--- src/rtl/fifo_rr_read_sched_pkg.sv ---
// Shared definitions for the FIFO read-side round-robin scheduler:
// FSM state codes, header LEN field position and default widths.
package fifo_rr_read_sched_pkg;

  localparam int DEF_N      = 4;
  localparam int DEF_DATA_W = 8;
  localparam int DEF_LEN_W  = 4;
  localparam int DEF_TMO_W  = 6;

  // Payload word count sits in the low bits of the header word.
  localparam int HDR_LEN_LSB = 0;

  typedef enum logic [1:0] {
    ST_IDLE = 2'b00,
    ST_HDR  = 2'b01,
    ST_PLD  = 2'b10
  } state_t;

endpackage

--- src/rtl/fifo_rr_read_sched_rr_arbiter.sv ---
// Combinational round-robin picker: first set request searching upward
// from rr_ptr+1 with wrap-around. The pointer itself is never a candidate
// until all others have been examined, which gives it lowest priority.
module rr_arbiter #(
  parameter int N     = 4,
  parameter int IDX_W = $clog2(N)
) (
  input  logic [N-1:0]     req,
  input  logic [IDX_W-1:0] rr_ptr,
  output logic [N-1:0]     gnt,
  output logic [IDX_W-1:0] gnt_idx,
  output logic             any
);

  logic             found;
  logic [IDX_W-1:0] cand_idx;
  int               cand_sum;

  // Scan N candidates starting just after the pointer; keep the first hit.
  always_comb begin
    gnt      = '0;
    gnt_idx  = '0;
    found    = 1'b0;
    cand_idx = '0;
    cand_sum = 0;
    any      = |req;
    for (int k = 1; k <= N; k++) begin
      cand_sum = int'(rr_ptr) + k;
      if (cand_sum >= N) cand_sum = cand_sum - N;
      cand_idx = IDX_W'(cand_sum);
      if (!found && req[cand_idx]) begin
        found         = 1'b1;
        gnt[cand_idx] = 1'b1;
        gnt_idx       = cand_idx;
      end
    end
  end

endmodule

--- src/rtl/fifo_rr_read_sched.sv ---
// Read-side scheduler for one router output port. Grants one input FIFO
// at a time, streams a whole packet (header + LEN payload words) to a
// valid/ready link, then re-arbitrates round-robin. Pops are combinational
// on transfer; a stalled owner is dropped after 2**TMO_W-1 empty cycles.
module fifo_rr_read_sched
  import fifo_rr_read_sched_pkg::*;
#(
  parameter int N      = DEF_N,
  parameter int DATA_W = DEF_DATA_W,
  parameter int LEN_W  = DEF_LEN_W,
  parameter int TMO_W  = DEF_TMO_W
) (
  input  logic                clk,
  input  logic                rst,
  input  logic [N-1:0]        port_en,
  input  logic [N-1:0]        fifo_rempty,
  input  logic [N*DATA_W-1:0] fifo_rdata,
  output logic [N-1:0]        fifo_rinc,
  output logic [DATA_W-1:0]   out_data,
  output logic                out_valid,
  input  logic                out_ready,
  output logic                out_sop,
  output logic                out_eop,
  output logic [N-1:0]        grant,
  output logic                err_tmo
);

  localparam int IDX_W = $clog2(N);
  // Value the stall counter holds on the last empty cycle before it would
  // reach all-ones; that cycle is the timeout.
  localparam logic [TMO_W-1:0] TMO_LAST = TMO_W'((2 ** TMO_W) - 2);

  state_t             state_reg, state_next;
  logic [IDX_W-1:0]   sel_reg, sel_next;
  logic [N-1:0]       grant_reg, grant_next;
  logic [IDX_W-1:0]   rr_ptr_reg, rr_ptr_next;
  logic [LEN_W-1:0]   beat_cnt_reg, beat_cnt_next;
  logic [TMO_W-1:0]   tmo_cnt_reg, tmo_cnt_next;
  logic               err_tmo_reg, err_tmo_next;

  logic [N-1:0]       req;
  logic [N-1:0]       arb_gnt;
  logic [IDX_W-1:0]   arb_idx;
  logic               arb_any;

  logic [DATA_W-1:0]  word [N];
  logic [DATA_W-1:0]  head;
  logic [LEN_W-1:0]   hdr_len;
  logic               owned;
  logic               sel_empty;
  logic               xfer;
  logic               pkt_exit;

  assign req = port_en & ~fifo_rempty;

  rr_arbiter #(.N(N), .IDX_W(IDX_W)) u_arb (
    .req     (req),
    .rr_ptr  (rr_ptr_reg),
    .gnt     (arb_gnt),
    .gnt_idx (arb_idx),
    .any     (arb_any)
  );

  // Unpack FIFO head words and decode the per-FIFO pop strobe.
  generate
    for (genvar gi = 0; gi < N; gi++) begin : g_port
      assign word[gi]      = fifo_rdata[gi*DATA_W +: DATA_W];
      assign fifo_rinc[gi] = xfer && (sel_reg == IDX_W'(gi));
    end
  endgenerate

  assign head      = word[sel_reg];
  assign hdr_len   = head[HDR_LEN_LSB +: LEN_W];
  assign owned     = (state_reg != ST_IDLE);
  assign sel_empty = fifo_rempty[sel_reg];
  assign out_valid = owned && !sel_empty;
  assign xfer      = out_valid && out_ready;
  assign out_data  = owned ? head : '0;
  assign out_sop   = (state_reg == ST_HDR);
  assign out_eop   = ((state_reg == ST_HDR) && (hdr_len == '0)) ||
                     ((state_reg == ST_PLD) && (beat_cnt_reg == LEN_W'(1)));
  assign grant     = grant_reg;
  assign err_tmo   = err_tmo_reg;

  // Packet FSM: arbitration, beat counting, stall timeout and release.
  always_comb begin
    state_next    = state_reg;
    sel_next      = sel_reg;
    grant_next    = grant_reg;
    rr_ptr_next   = rr_ptr_reg;
    beat_cnt_next = beat_cnt_reg;
    tmo_cnt_next  = tmo_cnt_reg;
    err_tmo_next  = 1'b0;
    pkt_exit      = 1'b0;

    unique case (state_reg)
      ST_IDLE: begin
        tmo_cnt_next = '0;
        if (arb_any) begin
          state_next = ST_HDR;
          grant_next = arb_gnt;
          sel_next   = arb_idx;
        end
      end
      ST_HDR, ST_PLD: begin
        if (xfer) begin
          tmo_cnt_next = '0;
          if (state_reg == ST_HDR) begin
            beat_cnt_next = hdr_len;
            if (hdr_len == '0) pkt_exit = 1'b1;
            else               state_next = ST_PLD;
          end else begin
            beat_cnt_next = beat_cnt_reg - LEN_W'(1);
            if (beat_cnt_reg == LEN_W'(1)) pkt_exit = 1'b1;
          end
        end else if (sel_empty) begin
          if (tmo_cnt_reg == TMO_LAST) begin
            pkt_exit     = 1'b1;
            err_tmo_next = 1'b1;
          end else begin
            tmo_cnt_next = tmo_cnt_reg + TMO_W'(1);
          end
        end
      end
      default: state_next = ST_IDLE;
    endcase

    if (pkt_exit) begin
      state_next   = ST_IDLE;
      grant_next   = '0;
      rr_ptr_next  = sel_reg;
      tmo_cnt_next = '0;
    end
  end

  // State registers; reset leaves port 0 with first priority.
  always_ff @(posedge clk or negedge rst) begin
    if (!rst) begin
      state_reg    <= ST_IDLE;
      sel_reg      <= '0;
      grant_reg    <= '0;
      rr_ptr_reg   <= IDX_W'(N - 1);
      beat_cnt_reg <= '0;
      tmo_cnt_reg  <= '0;
      err_tmo_reg  <= 1'b0;
    end else begin
      state_reg    <= state_next;
      sel_reg      <= sel_next;
      grant_reg    <= grant_next;
      rr_ptr_reg   <= rr_ptr_next;
      beat_cnt_reg <= beat_cnt_next;
      tmo_cnt_reg  <= tmo_cnt_next;
      err_tmo_reg  <= err_tmo_next;
    end
  end

endmodule

--- config.mk ---
export PLATFORM = sky130hd
export DESIGN_NAME = fifo_rr_read_sched
export DESIGN_NICKNAME = d
export VERILOG_FILES = /design/src/rtl/fifo_rr_read_sched_pkg.sv /design/src/rtl/fifo_rr_read_sched_rr_arbiter.sv /design/src/rtl/fifo_rr_read_sched.sv
export SDC_FILE = /design/constraint.sdc
export NUM_CORES = 1
export LEC_CHECK = 0
export BUFFER_PORTS_ARGS = -buffer_cell sky130_fd_sc_hd__buf_2
export CAP_MARGIN = 10
export CORE_ASPECT_RATIO = 1.4
export CORE_MARGIN = 8
export CORE_UTILIZATION = 32
export CTS_CLUSTER_DIAMETER = 80
export DETAILED_ROUTE_END_ITERATION = 10
export SLEW_MARGIN = 25
export SYNTH_ARGS = -nofsm -noshare
export SYNTH_HDL_FRONTEND = slang
export SYNTH_SLANG_ARGS = --single-unit
export TNS_END_PERCENT = 10
--- constraint.sdc ---
create_clock -name clk -period 2.5 [get_ports clk]
set_input_delay 0.125 -clock clk [delete_from_list [all_inputs] [get_ports clk]]
set_output_delay 0.125 -clock clk [all_outputs]
set_load 0.02 [all_outputs]
Word-level counts from Yosys, hierarchy flattened. Index checks and enable logic that the tools add are counted.

Output and inout bits: 20. Word-level logic and storage cells: 145. Bits of input ports: 43. Bits in registers: 21.

Reduce and logical (&&, ||, !) cells: 34. Equality and inequality tests: 13. Add/subtract/negate cells: 10. Magnitude comparators: 14. Bitwise operators: 6. Multiplexer cells: 61.

Operators with widths (number): $mux 4 (8); $mux 2 (13); $mux 6 (4); $mux 8 (3); $mux 1 (21); $bmux 8 s2 (1); $logic_and 1x1->1 (15); $lt 2x3->1 const B (5); $ge 3x3->1 const B (4); $ne 3x3->1 const B (4); $or 4x4->4 (3); $pmux 6 s2 (1); $bmux 1 s2 (5); $demux 1 s2 (4); $ge 2x1->1 const B (4); $ne 4x4->1 const B (2); $sub 2x1->2 const B (4); $add 2x2->3 const B (2); $add 6x1->6 const B (1); $eq 2x2->1 const B (3); $eq 6x6->1 const B (1); $reduce_and 2->1 (3); $reduce_bool 2->1 (3); $add 2x3->4 const B (1); 18 further kinds (23).

Logic depth before layout (Yosys ltp). Gate-level depths: netlist (run 1).

Depth after elaboration: 18. Depth in mapped cells: 9. Depth with buffers taken out: 8.

Hierarchy. From an unflattened synthesis (run 1), not the netlist that was laid out.

Cell total of the unflattened synthesis: 230. Area, all modules: 2118.3 sq um.

By module, submodules not included: fifo_rr_read_sched (cells an instance 160, area an instance 1577.8 sq um, seq. area each 528.0 sq um, times used 1); rr_arbiter (cells an instance 70, area an instance 540.5 sq um, seq. area each 0.0 sq um, times used 1).

Least setup slack after synthesis (run 1). No wires, ideal clock.

Path type: register -> register. From: reg rr_ptr_reg[1]. To: reg grant_reg[3], in the netlist grant[3]. Stages on the path, launching flop included: 8. Data required time: 2.369 ns. Library setup time: 0.131 ns. Path buffers: 1. Arrival: 2.434 ns. Path slack: -0.065 ns. Clock period less this slack: 2.565 ns. Cell sequence: dfstp_2 inv_1 ha_1 clkbuf_1 mux4_2 a221o_1 a221oi_1 nor3_1.

Word-level cells in the longest chain between the ends: 18. Elaborated cells on any way between the ends: 63. Classes of those cells: add/sub: 8; order compare: 12; mux: 30; bitwise: 3; reduce/logical: 10.

Ends and longest elaborated chain: from (decl) (line fifo_rr_read_sched.sv:36) `logic [IDX_W-1:0] rr_ptr_reg, rr_ptr_next;`; from (signal assigned) (line fifo_rr_read_sched.sv:142) `rr_ptr_reg <= IDX_W'(N - 1);`; from (signal assigned) (line fifo_rr_read_sched.sv:150) `rr_ptr_reg <= rr_ptr_next;`; branches (longest 14 deep; another with $add 2x1->3); $mux 4 (*) (line fifo_rr_read_sched_rr_arbiter.sv:31) `if (!found && req[cand_idx]) begin`; $mux 4 (*) (line fifo_rr_read_sched.sv:99) `if (arb_any) begin`; $mux 4 (*) (line fifo_rr_read_sched.sv:96) `unique case (state_reg)`; $mux 4 (*) (line fifo_rr_read_sched.sv:128) `if (pkt_exit) begin`; to (signal assigned) (line fifo_rr_read_sched.sv:149) `grant_reg <= grant_next;`; to (decl) (line fifo_rr_read_sched.sv:35) `logic [N-1:0] grant_reg, grant_next;`.

Every way passes the cells marked *. The select of a mux whose other input is x is not followed. A chain may end at the register's enable or synchronous reset.

Final worst setup path (run 1).
From: reg rr_ptr_reg[1]. To: reg grant_reg[1], in the netlist grant[1].

The elaborated chain is that of the path after synthesis.

==> results.tsv, run 1 <==
stage	metric	value	unit
status	run_status	completed	
place	dp.cells	350	
timing	slew_violations	0	
place	hpwl	4700	um
detailed_routing	drc	0	
timing	setup_violations	0	
synthesis	synth.top_cell.area_share	24.3	%
worst_setup_path	worstSetupPathType	register to register	
detailed_routing	vias	1921	
power	seq_power_share	21.9	%
detailed_routing	routed_wirelength	5770	um
detailed_routing	drt_iter0_markers	62	
timing	setup_tns	0	ns
cts	numCtsBuffers	3	
cts	clk_latency	0.27	ns
cts	clockBufferDepth	2	
run	maxCapViolCount	0	
synthesis	synth_fp_nets	277	
worst_setup_path	cp-start-kind	register	
synthesis	synth_most_common_cell	dfrtp_1	
final_layout	stdcell_area	2480	sq um
worst_setup_path	cp.required	2.65	ns
detailed_routing	first_pass_iters	4	
power	clkPwrFrac	8.1	%
final_layout	finish.utilization	41.9	%
power	combPwrFrac	70.0	%
synthesis	synth_area	1960	sq um
power	switching_share	48.8	%
timing	whs	0.341	ns
global_routing	grt-ovfl-total	0	
synthesis	synth_warnings	0	
timing	max_freq	0.419	GHz
power	power.internal	1.48	mW
synthesis	synth_area_leader_cell	dfrtp_1	
floorplanning	fp-row-count	33	
synthesis	avgSynthCellArea	8.98	sq um
detailed_routing	viasPerCell	5.38	
cts	root_buffer	clkbuf_8	
global_routing	grt_util_all_layers	13.3	%
synthesis	async_flop_share	100	%
detailed_routing	wire_per_inst	16.2	um
power	p_leak	1.18	nW
global_routing	grt_pass1_wl	9540	um
synthesis	synth_edf_count	0	
floorplanning	ios	63	
cts	clock-sinks	21	
synthesis	ys_ff_latch	21	
synthesis	yosysSeqAreaShare	27.0	%
synthesis	ys_top_cells_by_area	dfrtp_1 24%, ha_1 10%, mux4_2 9.2%	
synthesis	synth_cell_types	42	
floorplanning	dieArea	8910	sq um
place	port_buffers	62	
timing	worst_slew_pin_slew	0.687	ns
synthesis	netlist_instances	218	
cts	h-tree-depth	1	
final_layout	multi_input_area	1360	sq um
timing	hold_viol	0	
cts	clkTransAtPathRegs	0.08	ns
worst_setup_path	crit_arrival	2.54	ns
final_layout	largest_register_ffs	6	
hold_path	hp-class	primary input to asynchronous set/reset pin	
final_layout	instances_no_fill	357	
place	placed_area	2390	sq um
final_layout	seq_area	529	sq um
final_layout	nFillCells	609	
floorplanning	die_h	109	um
global_routing	grt_pass1_vias	1963	
power	switchingPower	1.41	mW
floorplanning	start_util	33.2	%
global_routing	grt_max_degree	22	
timing	period_needed	2.38	ns
final_layout	diodes	0	
worst_setup_path	endpoint_kind	register	
timing	fin_skew	0.00176	ns
power	powerDensity	1170	nW/um^2
worst_setup_path	critPathMaxFanout	7	
synthesis	synth_common_cells	19 x dfrtp_1, 16 x ha_1, 16 x o21ai_0, 15 x nor2b_1, 15 x nor3_1	
final_layout	area_delta_synth_final	26.5	%
timing	rsz0062_at_grt	true	
cts	cts_tree	yes	
floorplanning	core-area	5900	sq um
floorplanning	die-width	82.1	um
synthesis	synth_flop_cell	dfrtp_1	
timing	period_share	95.4	%
final_layout	drive_above_1_share	34.1	%
timing	relSlewSlack	53.8	%
place	gp_congestion	0.875	
detailed_routing	drtAntennaViolNets	0	
power	peakVddDrop	0.000385	V
global_routing	antenna_found_initial	0	
final_layout	nNetsFinal	347	
[per-layer routing]
metal / vias up / wire [um] / global-route usage, %
li1: 954 / - / -
met1: 929 / 2310 / 15.0
met2: 33 / 3250 / 25.2
met3: 5 / 124 / 0.581
met4: 0 / 81 / 4.53
met5: - / 0 / 0
[timing repair]
action | in CTS | in global routing
setup endpoints to repair | 0 | 9
setup buffers | 0 | 2
hold buffers | 1 | 0
hold endpoints to repair | 19 | 0
gates resized for setup | 0 | 5
[path summary, 6_finish.rpt]
path                                start               to  slack (ns)  cells after the start
max                         rr_ptr_reg[1]         grant[1]        0.12                      6
max reg2reg                 rr_ptr_reg[1]         grant[1]        0.12                      6
max in group asynchronous             rst       sel_reg[0]        1.79                      2
min                                   rst  beat_cnt_reg[2]        0.34                      2
min reg2reg                tmo_cnt_reg[5]   tmo_cnt_reg[5]        0.48                      1
min in group clk           fifo_rdata[24]  beat_cnt_reg[0]        0.38                      4
[layout make-up]
class                           instances  area share [%]
Tap cell                               70            3.54
Inverter                               10            1.52
Multi-Input combinational cell        176            54.8
Sequential cell                        21            21.4
Clock inverter                          1           0.202
Clock buffer                            3            1.67
Timing Repair Buffer                   76            16.9
[cell families (layout without fill, tap and decap cells)]
logic type | after synthesis | count (layout) | synth area share [%]
AND/OR/NAND/NOR | 89 | 89 | 24.6
AO/OA/AOI/OAI | 58 | 58 | 19.4
flip-flops | 21 | 21 | 27.0
buffers and inverters | 21 | 90 | 4.54
adder cells (fa/ha/maj) | 16 | 16 | 10.2
multiplexers | 13 | 13 | 14.2
[layout by cell type, fill, tap and decap left out, types with 4 or more instances in the layout]
cell type / instances
buf_4: 13
a221o_1: 4
o21ai_0: 16
dfrtp_1: 18
nand2_1: 14
nand2b_1: 7
mux4_2: 8
buf_2: 62
and3_1: 4
ha_1: 16
nor2b_1: 14
nor3_1: 15
a211oi_1: 4
inv_1: 10
nor2_1: 13
a21oi_1: 12
nand3_1: 7
[power groups by stage]
stage | Combinational, mW | Sequential (mW) | Clock [mW]
6_report | 2.03 | 0.634 | 0.234
5_1_grt | 2.25 | 0.661 | 0.252
4_1_cts | 1.99 | 0.636 | 0.242
3_5_place_dp | 1.98 | 0.643 | 0
3_3_place_gp | 1.96 | 0.634 | 0
2_1_floorplan | 1.40 | 0.620 | 0
[metrics by stage]
stage | setup WS (ns) | power [mW]
after detailed placement | 0.0437 | 2.63
after floorplan | 0.0254 | 2.02
after global routing | -0.00840 | 3.16
after global placement | 0.118 | 2.59
after CTS | 0.0282 | 2.87
final | 0.115 | 2.89
[critical path, cell delays in order, from the launching register on]
cell,delay (ns)
dfstp_2,0.62
inv_1,0.08
ha_1,0.31
mux4_2,0.57
a221o_1,0.36
a221oi_1,0.24
nor3_1,0.08
(Power assumes the default switching activity.)
==> inputs of run 2 (changes only) <==
- ABC_AREA: not set -> 1
==> results.tsv, run 2 <==
stage	metric	value	unit
timing	fin_skew	0.00232	ns
hold_path	hp-class	primary input to asynchronous set/reset pin	
place	port_buffers	62	
power	powerDensity	1170	nW/um^2
power	power.internal	1.22	mW
global_routing	globalRouteMet2Util	26.2	%
run	maxCapViolCount	0	
power	switching_share	56.6	%
final_layout	instances_no_fill	444	
cts	root_buffer	clkbuf_8	
place	hpwl	4640	um
synthesis	async_flop_share	100	%
worst_setup_path	crit_arrival	1.99	ns
power	seq_power_share	21.3	%
floorplanning	ios	63	
timing	worst_slew_pin_slew	0.485	ns
synthesis	avgSynthCellArea	6.44	sq um
timing	whs	0.343	ns
floorplanning	die_h	110	um
synthesis	synth_common_cells	121 x nand2_1, 30 x inv_1, 26 x nand3_1, 21 x nor2_1, 19 x dfrtp_1	
timing	setup_violations	0	
synthesis	synth_area	2000	sq um
timing	period_needed	2.12	ns
synthesis	synth_warnings	0	
power	peakVddDrop	0.000527	V
final_layout	final_cell_mix	121 x nand2_1, 62 x buf_2, 30 x inv_1	
cts	cts_resized	0	
cts	clk_latency	0.27	ns
floorplanning	dieArea	9080	sq um
global_routing	met1_usage	12.2	%
cts	numCtsBuffers	3	
detailed_routing	viasPerCell	4.82	
worst_setup_path	cp-start-kind	register	
floorplanning	die-width	82.9	um
timing	slew_violations	0	
worst_setup_path	endpoint_kind	primary output	
synthesis	synth.top_cell.area_share	23.7	%
power	p_leak	1.35	nW
worst_setup_path	critPathMaxFanout	14	
synthesis	synth_area_leader_cell	dfrtp_1	
synthesis	synth_edf_count	0	
synthesis	synth_cell_types	28	
final_layout	nFillCells	684	
detailed_routing	wire_per_inst	12.5	um
global_routing	grt-ovfl-total	0	
worst_setup_path	cp.required	2.38	ns
power	combPwrFrac	70.4	%
final_layout	drive_above_1_share	22.6	%
synthesis	yosysSeqAreaShare	26.4	%
floorplanning	start_util	32.7	%
final_layout	diodes	0	
cts	cts_tree	yes	
global_routing	top_usage_layer	met2	
global_routing	antenna_found_initial	0	
detailed_routing	first_pass_iters	4	
timing	rsz0062_at_grt	false	
status	run_status	completed	
power	switchingPower	1.60	mW
place	gp_congestion	0.836	
floorplanning	core-area	6130	sq um
detailed_routing	vias	2142	
place	dp.cells	439	
synthesis	ys_top_cells_by_area	dfrtp_1 24%, nand2_1 23%, ha_1 10%	
cts	clkTransAtPathRegs	0.08	ns
timing	setup_tns	0	ns
detailed_routing	drt_iter0_markers	102	
synthesis	synth_fp_nets	370	
cts	clockBufferDepth	2	
detailed_routing	routed_wirelength	5560	um
final_layout	area_delta_synth_final	20.7	%
cts	h-tree-depth	1	
synthesis	ys_ff_latch	21	
global_routing	grt_max_degree	22	
floorplanning	fp-row-count	34	
global_routing	grt_pass1_vias	2268	
synthesis	synth_flop_cell	dfrtp_1	
detailed_routing	drtAntennaViolNets	0	
final_layout	largest_register_ffs	6	
global_routing	grt_pass1_wl	9960	um
timing	hold_viol	0	
synthesis	synth_most_common_cell	nand2_1	
timing	max_freq	0.472	GHz
final_layout	nNetsFinal	432	
timing	relSlewSlack	67.7	%
detailed_routing	drc	0	
cts	cts_setup_buffers	0	
global_routing	grt_util_all_layers	12.7	%
final_layout	final_common_cell	nand2_1	
worst_setup_path	worstSetupPathType	register to primary output	
synthesis	netlist_instances	311	
timing	period_share	84.7	%
cts	clock-sinks	21	
global_routing	use_met3	1.48	%
power	clkPwrFrac	8.3	%
-- run 2: power by group through the flow --
stage / registers [mW] / logic, mW / clock network [mW]
finish: 0.601 / 1.99 / 0.233
detailed placement: 0.609 / 1.99 / 0
global placement: 0.602 / 1.98 / 0
CTS: 0.602 / 2.01 / 0.241
global route: 0.622 / 2.25 / 0.256
floorplan: 0.582 / 1.55 / 0
-- run 2: kinds of logic (layout without fill, tap and decap cells) --
kind of cell               count (synthesis)  after routing  synth area share [%]
and+or+nand+nor                          189            189                  41.1
buffers and inverters                     44            105                  9.56
AOI/OAI and AO/OA                         36             36                  10.8
DFF                                       21             21                  26.4
adders and majority gates                 16             16                  9.99
xor gates and xnor gates                   5              5                  2.19
-- run 2: cell type report --
class / instances / area, sq um / share of cell area, %
timing repair buffer: 65 / 335 / 13.9
clock inverter: 1 / 5.00 / 0.207
tap: 72 / 90.1 / 3.72
clock buffer: 3 / 41.3 / 1.71
multi-input combinational: 246 / 1280 / 53.1
sequential: 21 / 528 / 21.8
inverter: 36 / 135 / 5.59
-- run 2: layer usage --
metal	up-vias	routed length (um)	share of wire, %
li1	1120	-	-
met1	975	2180	39
met2	37	3060	55
met3	10	159	2.9
met4	0	153	2.8
met5	-	0	0
-- run 2: path summary, 6_finish.rpt --
path	from	end	slack (ns)	cells after the start
max	sel_reg[1]	fifo_rinc[3]	0.38	7
min	rst	beat_cnt_reg[2]	0.34	2
min in group clk	fifo_rempty[0]	err_tmo	0.36	5
max reg2reg	rr_ptr_reg[1]	sel_reg[0]	0.40	11
min reg2reg	grant[3]	grant[3]	0.48	2
max in group asynchronous	rst	rr_ptr_reg[0]	1.80	2
-- run 2: through the flow --
stage                     utilization (%)  cell area (sq um)  worst slack (ns)  power (mW)
final                                39.5               2420             0.383        2.82
after detailed placement             38.6               2360             0.429        2.60
after global placement               38.6               2360             0.464        2.59
after floorplan                         -               2000             0.542        2.13
after global routing                 39.5               2420             0.188        3.13
after CTS                            39.5               2420             0.374        2.85
-- run 2: what timing repair did --
action,in CTS,in global routing
endpoints found under the hold margin,19,0
hold buffers,1,0
setup endpoints to repair,0,0
-- run 2: critical path: stages (launching register included) --
cell     delay [ns]
dfrtp_1        0.61
nor2_1         0.19
nand2_1        0.12
nand2_2        0.08
nor2_4         0.12
nand3_4        0.13
nor3_1         0.24
buf_2          0.22
==> inputs of run 3 (changes only) <==
- clock period: 2.5 -> 1.8 ns (I/O delays scaled with it)
==> results.tsv, run 3 (synthesized netlist as in run 2, its figures left out) <==
stage	metric	value	unit
status	run_status	completed	
floorplanning	start_util	32.7	%
worst_setup_path	crit_arrival	1.70	ns
timing	period_share	99.6	%
timing	worst_slack	0.00733	ns
worst_setup_path	cpMaxStageDelayCell	dfrtp_2	
worst_setup_path	timing.rr.start	sel_reg[0]	
cts	clkTransAtPathRegs	0.08	ns
global_routing	antenna_found_initial	0	
worst_setup_path	cp-start-kind	register	
cts	numCtsBuffers	3	
timing	fin_skew	0.00441	ns
cts	cts_tree	yes	
timing	setup_tns	0	ns
global_routing	grt_util_all_layers	12.6	%
detailed_routing	drc	0	
worst_setup_path	endpoint_kind	primary output	
cts	clk_latency	0.27	ns
final_layout	nNetsFinal	461	
final_layout	final_common_cell	nand2_1	
timing	rsz0062_at_grt	true	
cts	h-tree-depth	1	
timing	whs	0.303	ns
global_routing	grt-ovfl-total	0	
worst_setup_path	ff2ff_path_depth	14	
detailed_routing	wire_per_inst	12.7	um
final_layout	stdcell_area	2810	sq um
place	placed_area	2520	sq um
cts	clockBufferDepth	2	
cts	clock-sinks	21	
final_layout	nFillCells	661	
place	hpwl	4750	um
place	port_buffers	62	
worst_setup_path	path_cells	clkinv_4, buf_4, nand2_1, nand2_1, nand2_2, nand2_2, nor2_4, nand3_2, o21ai_1, buf_4	
floorplanning	die_h	110	um
run	maxCapViolCount	0	
global_routing	grt_pass1_wl	9750	um
detailed_routing	viasPerCell	4.84	
detailed_routing	vias	2288	
floorplanning	ios	63	
final_layout	finish.utilization	45.8	%
floorplanning	die-width	82.9	um
power	powerDensity	1680	nW/um^2
timing	period_needed	1.79	ns
floorplanning	dieArea	9080	sq um
worst_setup_path	r2r_setup_slack	0.02	ns
final_layout	drive_above_1_share	35.7	%
timing	max_freq	0.558	GHz
detailed_routing	routed_wirelength	6000	um
final_layout	area_delta_synth_final	40.2	%
timing	setup_violations	0	
floorplanning	core-area	6130	sq um
worst_setup_path	worstSetupPathType	register to primary output	
final_layout	largest_register_ffs	6	
detailed_routing	drt_iter0_markers	78	
global_routing	grt_pass1_vias	2254	
worst_setup_path	critPathMaxFanout	6	
power	peakVddDrop	0.000787	V
timing	worst_slew_pin_slew	0.476	ns
final_layout	final_cell_mix	109 x nand2_1, 57 x buf_2, 32 x buf_4	
place	pre_cts_ws	-0.0189	ns
hold_path	hp-class	primary input to asynchronous set/reset pin	
timing	hold_viol	0	
timing	slew_violations	0	
worst_setup_path	worstReg2RegEnd	state_reg[1]	
cts	root_buffer	clkbuf_8	
final_layout	diodes	0	
detailed_routing	first_pass_iters	4	
global_routing	grt_max_degree	22	
detailed_routing	drtAntennaViolNets	0	
power	p_leak	1.52	nW
floorplanning	fp-row-count	34	
place	gp_congestion	0.825	
worst_setup_path	cpPeakStageDelay	0.46	ns
worst_setup_path	cp.required	1.71	ns
timing	relSlewSlack	68.2	%
==> run 3: cell type report <==
class | count | area (sq um) | share of cell area, %
flip-flops and latches | 21 | 531 | 18.9
clock inverters | 1 | 5.00 | 0.178
repair buffers | 94 | 589 | 21.0
inverters | 36 | 145 | 5.17
well taps | 72 | 90.1 | 3.21
clock buffers | 3 | 41.3 | 1.47
multi-input cells | 246 | 1410 | 50.1
==> run 3: critical path, delay by kind of cell, from the launching register on <==
kind / cells / cell delay [ns]
flip-flops: 1 / 0.46
buffers and inverters: 3 / 0.40
AO/OA/AOI/OAI: 1 / 0.09
AND/OR/NAND/NOR: 6 / 0.47
==> run 3: report_power, final <==
part | switching, mW | internal, mW | total, mW
sequential | 0.142 | 0.659 | 0.801
combinational | 2.19 | 1.41 | 3.60
clock | 0.169 | 0.155 | 0.324
total | 2.51 | 2.22 | 4.73
==> run 3: per-stage QoR <==
| stage | cells | total power [mW] |
|---|---|---|
| finish | 473 | 4.73 |
| global route | 473 | 5.19 |
| CTS | 464 | 4.41 |
| detailed placement | 456 | 3.94 |
| global placement | 456 | 3.91 |
| floorplan | 311 | 3.02 |
==> run 3: per-layer routing <==
| metal | part of all wire (%) | global-route usage, % | routed length [um] |
|---|---|---|---|
| met1 | 39 | 12.1 | 2310 |
| met2 | 57 | 25.7 | 3420 |
| met3 | 2.0 | 1.41 | 118 |
| met4 | 2.4 | 6.30 | 142 |
| met5 | 0 | 0 | 0 |
==> run 3: worst max-delay path by stage <==
stage                       start              to  slack (ns)  cells after the start
finish                 sel_reg[0]         out_eop       0.007                     10
global route           sel_reg[0]    state_reg[1]       -0.13                     14
CTS                    sel_reg[1]         out_eop      -0.005                      8
detailed placement     sel_reg[0]  tmo_cnt_reg[0]       -0.02                      9
global placement       sel_reg[0]  tmo_cnt_reg[0]        0.02                      9
floorplan           rr_ptr_reg[0]        grant[0]       0.008                     13
==> run 3: timing repair <==
item | 4_1_cts | 5_1_grt
gates resized for setup | 9 | 38
endpoints found under the hold margin | 19 | 0
buffers inserted | 3 | 9
hold buffers | 1 | 0
setup endpoints to repair | 18 | 23
pin swaps | 2 | 14
